## src/rtl/secret_file_loader.sv

```systemverilog
// Host-side loader for the secret-file glyph display: buffers 7-bit words, shifts
// them out zero-padded to WORD_COUNT, then drives the play code for play_len cycles.
module secret_file_loader #(
   parameter int WORD_COUNT = 16,
   parameter int PLAY_W     = 16
) (
   input  logic                               clk,
   input  logic                               rst,
   input  logic                               wr_valid,
   output logic                               wr_ready,
   input  logic [6:0]                         wr_data,
   input  logic                               clear,
   input  logic                               start,
   input  logic                               stop,
   input  logic [PLAY_W-1:0]                  play_len,
   output logic [6:0]                         din_out,
   output logic                               busy,
   output logic                               done,
   output logic                               sanitized,
   output logic [$clog2(WORD_COUNT+1)-1:0]    count
);

   localparam int CW = $clog2(WORD_COUNT + 1);
   localparam int IW = $clog2(WORD_COUNT);
   localparam logic [6:0] PLAY_CODE = 7'h7F;

   typedef enum logic [1:0] {IDLE, LOAD, PLAY} state_t;

   state_t            state, state_n;
   logic [IW-1:0]     idx, idx_n;
   logic [PLAY_W-1:0] pctr, play_len_q;
   logic [6:0]        mem [WORD_COUNT];
   logic [6:0]        din_n;
   logic              launch, accept, play_end;

   always_ff @(posedge clk or posedge rst) begin
      if (rst) begin
         state      <= IDLE;
         idx        <= '0;
         pctr       <= '0;
         play_len_q <= '0;
         count      <= '0;
         din_out    <= '0;
         done       <= 1'b0;
         sanitized  <= 1'b0;
      end else begin
         state     <= state_n;
         idx       <= idx_n;
         pctr      <= (state == PLAY) ? pctr + PLAY_W'(1) : '0;
         din_out   <= din_n;
         done      <= (state == PLAY) && (state_n == IDLE);
         sanitized <= accept && (wr_data == PLAY_CODE);
         if (launch)
            play_len_q <= play_len;
         if (state == IDLE) begin
            if (clear)
               count <= '0;
            else if (accept)
               count <= count + CW'(1);
         end
      end
   end

   // The play code is reserved, so it is stored as a blank column instead.
   always_ff @(posedge clk) begin
      if (accept)
         mem[count[IW-1:0]] <= (wr_data == PLAY_CODE) ? 7'h00 : wr_data;
   end

   always_comb begin
      launch   = (state == IDLE) && start && !clear && (count != '0);
      play_end = (play_len_q != '0) && (pctr == play_len_q - PLAY_W'(1));
      state_n  = state;
      case (state)
         IDLE: if (launch) state_n = LOAD;
         LOAD: if (idx == IW'(WORD_COUNT - 1)) state_n = PLAY;
         PLAY: if (stop || play_end) state_n = IDLE;
         default: state_n = IDLE;
      endcase
   end

   // din_out is registered, so it is computed from the next state and next index.
   always_comb begin
      busy     = (state != IDLE);
      wr_ready = (state == IDLE) && (count < CW'(WORD_COUNT)) && !launch;
      accept   = wr_valid && wr_ready && !clear;
      idx_n    = (state == LOAD) ? idx + IW'(1) : '0;
      din_n    = 7'h00;
      case (state_n)
         LOAD:    din_n = (CW'(idx_n) < count) ? mem[idx_n] : 7'h00;
         PLAY:    din_n = PLAY_CODE;
         default: din_n = 7'h00;
      endcase
   end

endmodule

```

## config.mk

```make
export PLATFORM = sky130hd
export DESIGN_NAME = secret_file_loader
export DESIGN_NICKNAME = d
export VERILOG_FILES = /design/src/rtl/secret_file_loader.sv
export SDC_FILE = /design/constraint.sdc
export NUM_CORES = 1
export LEC_CHECK = 0
export CORE_ASPECT_RATIO = 0.8
export CORE_MARGIN = 1
export CORE_UTILIZATION = 60
export CTS_CLUSTER_SIZE = 10
export DETAILED_ROUTE_END_ITERATION = 12
export PLACE_DENSITY = 0.8
export SLEW_MARGIN = 20
export SYNTH_ARGS = -nofsm -noshare
export SYNTH_HDL_FRONTEND = slang
export SYNTH_SLANG_ARGS = --single-unit
```

## constraint.sdc

```tcl
create_clock -name clk -period 5.02 [get_ports clk]
set_input_delay 0.753 -clock clk [delete_from_list [all_inputs] [get_ports clk]]
set_output_delay 0.753 -clock clk [all_outputs]
set_load 0.05 [all_outputs]
```

==> results_dict.tcl, run 1 <==
set metrics [dict create \
    status "completed" \
    synthTopCellsByArea "edfxtp_1, dfrtp_1, mux4_2" \
    tns_ns 0 \
    vias_per_cell 6.52 \
    pin_count 45 \
    antenna_cells 0 \
    drive_above_1_share 0.151 \
    yosysTopAreaCellShare 0.456 \
    rr_worst_depth 10 \
    reg2reg_from "play_len_q[0]" \
    wl_per_cell_microns 22.7 \
    required_ns 4.27 \
    crit_arrival_ns 3.09 \
    vias 4820 \
    io_buffers 44 \
    path_cells "inv_1, ha_1, or3b_2, o211a_1, buf_4, nor3_1, clkdlybuf4s50_1" \
    slew_violations 0 \
    drt_pass1_iterations 5 \
    grt.met1_usage 0.414 \
    grt-busiest-layer "met2" \
    synth_edf_count 112 \
    fp.dieW_microns 126 \
    clk_pin_slew_worst_paths_ns 0.07 \
    crit_end "wr_ready" \
    crit_path_start "count[0]" \
    antenna_found_initial 0 \
    synth_flop_cell "edfxtp_1" \
    cpPeakStageDelay_ns 0.84 \
    ys_warn_count 0 \
    worstSetupEndpointType "output port" \
    yosysSeqAreaShare 0.633 \
    area_growth_pct 15.8 \
    use_met3 0.0759 \
    fin_ws_ns 1.18 \
    hpwl_microns 11300 \
    die_h_microns 101 \
    min_period_ns 3.84 \
    root_buffer "clkbuf_16" \
    drc 0 \
    row_count 35 \
    gp_congestion 0.827 \
    p_leak_nw 3.06 \
    totalWireLength_microns 16800 \
    rsz0062_at_grt "no" \
    synth_top_cell_by_area "edfxtp_1" \
    finalCritPeriodShare 0.765 \
    insertion_delay_ns 0.43 \
    layout_common_cells "edfxtp_1, dfrtp_1, nand2_1, clkdlybuf4s50_1, nor2_1" \
    worstSetupPathType "flip-flop to output port" \
    cp_slowest_cell "clkdlybuf4s50_1" \
    synth-seq-cells 164 \
    synth_area_sq_mm 0.00737 \
    cts_buffers 17 \
    cts_setup_buffers 0 \
    synthCells 538 \
    post-place-ws_ns 1.53 \
    synthArstFlopShare 0.317 \
    regToRegSetupSlack_ns 1.27 \
    clk_path_buf_depth 2 \
    grt_pass1_wl_microns 26100 \
    first_global_vias 4604 \
    initial_core_util 0.628 \
    worst_pin_slew_ns 1.14 \
    fin_skew_ns 0.00896 \
    setup_viol 0 \
    cp_max_fo 22 \
    r2r-end "din_out[1]" \
    startpoint_type "flip-flop" \
    core_area_sq_mm 0.0117 \
    ys_types 61 \
    maxCapViolCount 0 \
    ant_nets 0 \
    htree_levels 4 \
    syn_avg_cell_area_sq_um 13.7 \
    grt_max_degree 53 \
    slew_headroom 0.237 \
    postCtsHoldBufs 0 \
    grt_overflow 0 \
    hold_path_class "flip-flop to flip-flop" \
    groute.usage.overall 0.285 \
    fin_nets 620 \
    power_density_mw_per_mm2 557 \
    fp.dieArea_sq_mm 0.0127 \
    drtIter0Drc 556 \
    hold_violations 0 \
    ir_worst_vdd_mv 0.363 \
    cts_tree "yes" \
    clock.fmax_mhz 260 \
    synthesis.nets 580 \
    use_met2 0.419 \
    cts_resized 0 \
    numClockSinks 164 \
    layout_commonest_cell "edfxtp_1" \
]
## kinds of logic (layout without fill, tap and decap cells)
group	after synthesis	count (layout)	synth area share
simple gates	166	166	0.116
flops	164	164	0.633
buf+inv	42	95	0.0234
mux	38	38	0.0861
xor+xnor	38	38	0.0452
fa+ha+maj	13	13	0.0221
compound gates	77	77	0.0739
## area by class of cell
cell class / instances / area, sq um
multi-input combinational: 332 / 2560
clock inverter: 15 / 166
sequential: 164 / 4660
tap: 148 / 185
clock buffer: 17 / 425
timing repair buffer: 48 / 470
inverter: 15 / 56.3
fill: 749 / 3200
## worst max-delay path: cells and delay by family (launching register included)
| family | cells | cell delay (ns) |
|---|---|---|
| buffers and inverters | 3 | 1.16 |
| and+or+nand+nor | 2 | 0.63 |
| DFF | 1 | 0.47 |
| AOI/OAI and AO/OA | 1 | 0.22 |
| adders and majority gates | 1 | 0.18 |
## per-layer routing
metal	up-vias	wire, microns
met1	2425	7270
met4	0	330
met2	269	7630
met5	-	0
li1	2093	-
met3	33	1540
## cells in the mapped netlist, drive strengths merged (3+ instances only)
master,n
nor2b,11
a211o,3
nand2b,7
mux2i,6
buf,7
and3,4
inv,15
nor3,8
nand3,13
o22ai,12
o21ai,13
and2,3
a21oi,12
nor4,4
nand4,10
a221o,4
clkbuf,20
nor2,43
a32o,3
nor3b,7
o32ai,3
o211ai,3
xnor2,18
dfrtp,52
mux4,19
xor2,20
ha,13
nand2,44
mux2,13
edfxtp,112
or3,3
o31ai,7
## power breakdown
group	switching (mW)	internal, mW	total (mW)
logic	0.961	0.710	1.67
registers	0.211	1.57	1.78
clock network	0.591	0.709	1.30
## per-stage QoR
stage	cell area, sq um	std cells	hold WS, ns	utilization	total power [mW]
finish	8530	739	0.505	0.727	4.75
floorplan	7370	538	0.465	-	2.99
global route	8530	739	0.547	0.727	4.95
global placement	7910	707	0.502	0.674	3.36
CTS	8510	739	0.510	0.725	4.73
detailed placement	7920	707	0.503	0.675	3.42
## sequential cells by signal (all words and copies together) (netlist names)
register,count
din_out,7
play_len_q,16
pctr,16
count,5
sanitized,1
state,2
done,1
idx,4
mem,112
## worst min path at each step
stage          startpoint      end  slack (ns)  depth (start not counted)
2_1_floorplan     pctr[0]  pctr[0]        0.46                          1
3_3_place_gp      pctr[0]  pctr[0]        0.50                          1
3_5_place_dp      pctr[0]  pctr[0]        0.50                          1
4_1_cts           pctr[0]  pctr[0]        0.51                          1
5_1_grt           pctr[0]  pctr[0]        0.55                          1
6_report          pctr[0]  pctr[0]        0.51                          1
(Power assumes the default switching activity.)
==> inputs of run 2 (changes only) <==
--- a/config.mk
+++ b/config.mk
@@ -7,10 +7,10 @@
 export LEC_CHECK = 0
 export CORE_ASPECT_RATIO = 0.8
 export CORE_MARGIN = 1
-export CORE_UTILIZATION = 60
+export CORE_UTILIZATION = 59
 export CTS_CLUSTER_SIZE = 10
 export DETAILED_ROUTE_END_ITERATION = 12
-export PLACE_DENSITY = 0.8
+export PLACE_DENSITY = 0.79
 export SLEW_MARGIN = 20
 export SYNTH_ARGS = -nofsm -noshare
 export SYNTH_HDL_FRONTEND = slang
==> constraint.sdc (replaced) <==
create_clock -name clk -period 3.9 [get_ports clk]
set_input_delay 0.585 -clock clk [delete_from_list [all_inputs] [get_ports clk]]
set_output_delay 0.585 -clock clk [all_outputs]
set_load 0.05 [all_outputs]
==> run 2 against run 1 <==
Compared with the run above:
- non-clock buffer count rose by 6
- worst hold slack improved by 0.034 ns
- total power grew 28%
==> results_dict.tcl, run 2 (synthesized netlist as in run 1, its figures left out) <==
set metrics [dict create \
    post_dp_cell_area_sq_mm 0.00796 \
    clk_path_buf_depth 2 \
    pin_count 45 \
    p_leak_nw 3.07 \
    ir_worst_vdd_mv 0.574 \
    drt_pass1_iterations 5 \
    fin_util 0.702 \
    pwr-share-comb 0.368 \
    root_buffer "clkbuf_16" \
    drt-met1-wl_microns 7280 \
    rsz0062_at_grt "no" \
    rr_worst_depth 10 \
    p_sw_frac 0.375 \
    hpwl_microns 11200 \
    slew_headroom 0.347 \
    power.switching_mw 2.28 \
    maxCapViolCount 0 \
    fp.dieArea_sq_mm 0.0129 \
    setup_viol 0 \
    wl_per_cell_microns 21.9 \
    antenna_found_initial 0 \
    hold_violations 0 \
    postLayoutCellArea_sq_mm 0.00854 \
    layout_commonest_cell "edfxtp_1" \
    clockPowerShare 0.263 \
    wl_met3_microns 1260 \
    area_growth_pct 15.9 \
    initial_core_util 0.606 \
    worstSetupEndpointType "flip-flop" \
    whs_ns 0.540 \
    clk_pin_slew_worst_paths_ns 0.07 \
    tns_ns 0 \
    drive_above_1_share 0.151 \
    gp_congestion 0.916 \
    cts_resized 0 \
    total_power_mw 6.08 \
    cts_buffers 17 \
    postCtsHoldBufs 0 \
    grt_pass1_wl_microns 25800 \
    power_density_mw_per_mm2 712 \
    post-place-ws_ns 0.412 \
    vias 4704 \
    holdPathStages 1 \
    final_cell_count_no_fill 749 \
    groute.usage.overall 0.277 \
    cts_tree "yes" \
    hold_path_class "flip-flop to flip-flop" \
    fp.dieW_microns 127 \
    antenna_cells 0 \
    largest_reg_flops 112 \
    cp_max_fo 9 \
    nFillCells 818 \
    layout_common_cells "edfxtp_1, dfrtp_1, nand2_1, clkdlybuf4s50_1, nor2_1" \
    cts_setup_buffers 0 \
    fin_ws_ns 0.160 \
    intPower_mw 3.80 \
    worstSetupPathType "flip-flop to flip-flop" \
    die_h_microns 102 \
    fin_nets 626 \
    reg2reg_from "play_len_q[0]" \
    regToRegSetupSlack_ns 0.16 \
    worst_pin_slew_ns 0.977 \
    finalCritPeriodShare 0.959 \
    r2r-end "din_out[0]" \
    startpoint_type "flip-flop" \
    grt_overflow 0 \
    io_buffers 44 \
    insertion_delay_ns 0.42 \
    htree_levels 4 \
    slew_violations 0 \
    first_global_vias 4522 \
    top_layer_used "met4" \
    hp-start "pctr[0]" \
    required_ns 4.19 \
    min_period_ns 3.74 \
    dr_wl_met2_microns 7690 \
    numClockSinks 164 \
    ant_nets 0 \
    grt_max_degree 30 \
    fin_skew_ns 0.00698 \
    crit_arrival_ns 4.03 \
    whs_endpoint "pctr[0]" \
    status "completed" \
    totalWireLength_microns 16400 \
    row_count 36 \
    dp.cells 717 \
    drtIter0Drc 510 \
    clock.fmax_mhz 267 \
    pwr-share-seq 0.369 \
    core_area_sq_mm 0.0122 \
    drc 0 \
    vias_per_cell 6.28 \
]
run 2: worst max path at each step:
stage,startpoint,end,slack (ns),cells past startpoint
finish,play_len_q[0],din_out[0],0.16,10
global placement,play_len_q[0],din_out[5],0.64,10
floorplan,count[1],wr_ready,0.44,6
detailed placement,play_len_q[0],din_out[6],0.41,10
global route,play_len_q[0],din_out[0],0.003,10
CTS,play_len_q[0],din_out[0],0.25,10
run 2: critical path, stage by stage (launching register included):
cell	delay, ns
dfrtp_1	0.46
inv_1	0.11
ha_1	0.38
nor3b_2	0.44
nand3_1	0.22
or3_1	0.42
a2111o_1	0.45
o21ai_1	0.22
ha_1	0.19
o211ai_1	0.26
o31ai_1	0.47
run 2: area by class of cell:
class	instances	area, sq um	share of cell area
inverter	15	56.3	0.00659
tap	152	190	0.0223
sequential	164	4660	0.546
multi-input combinational	332	2550	0.298
timing repair buffer	54	515	0.0604
clock buffer	18	429	0.0503
clock inverter	14	136	0.0160
run 2: power groups by stage:
stage / Combinational (mW) / Sequential [mW] / Clock [mW]
finish: 2.24 / 2.24 / 1.60
global route: 2.40 / 2.27 / 1.68
CTS: 2.21 / 2.24 / 1.61
detailed placement: 2.16 / 2.27 / 0
global placement: 2.08 / 2.26 / 0
floorplan: 1.55 / 2.29 / 0
run 2: layer usage:
metal	track usage	vias up
met5	0	-
met4	0.0806	0
met3	0.0534	19
met2	0.422	202
met1	0.412	2370
li1	-	2113
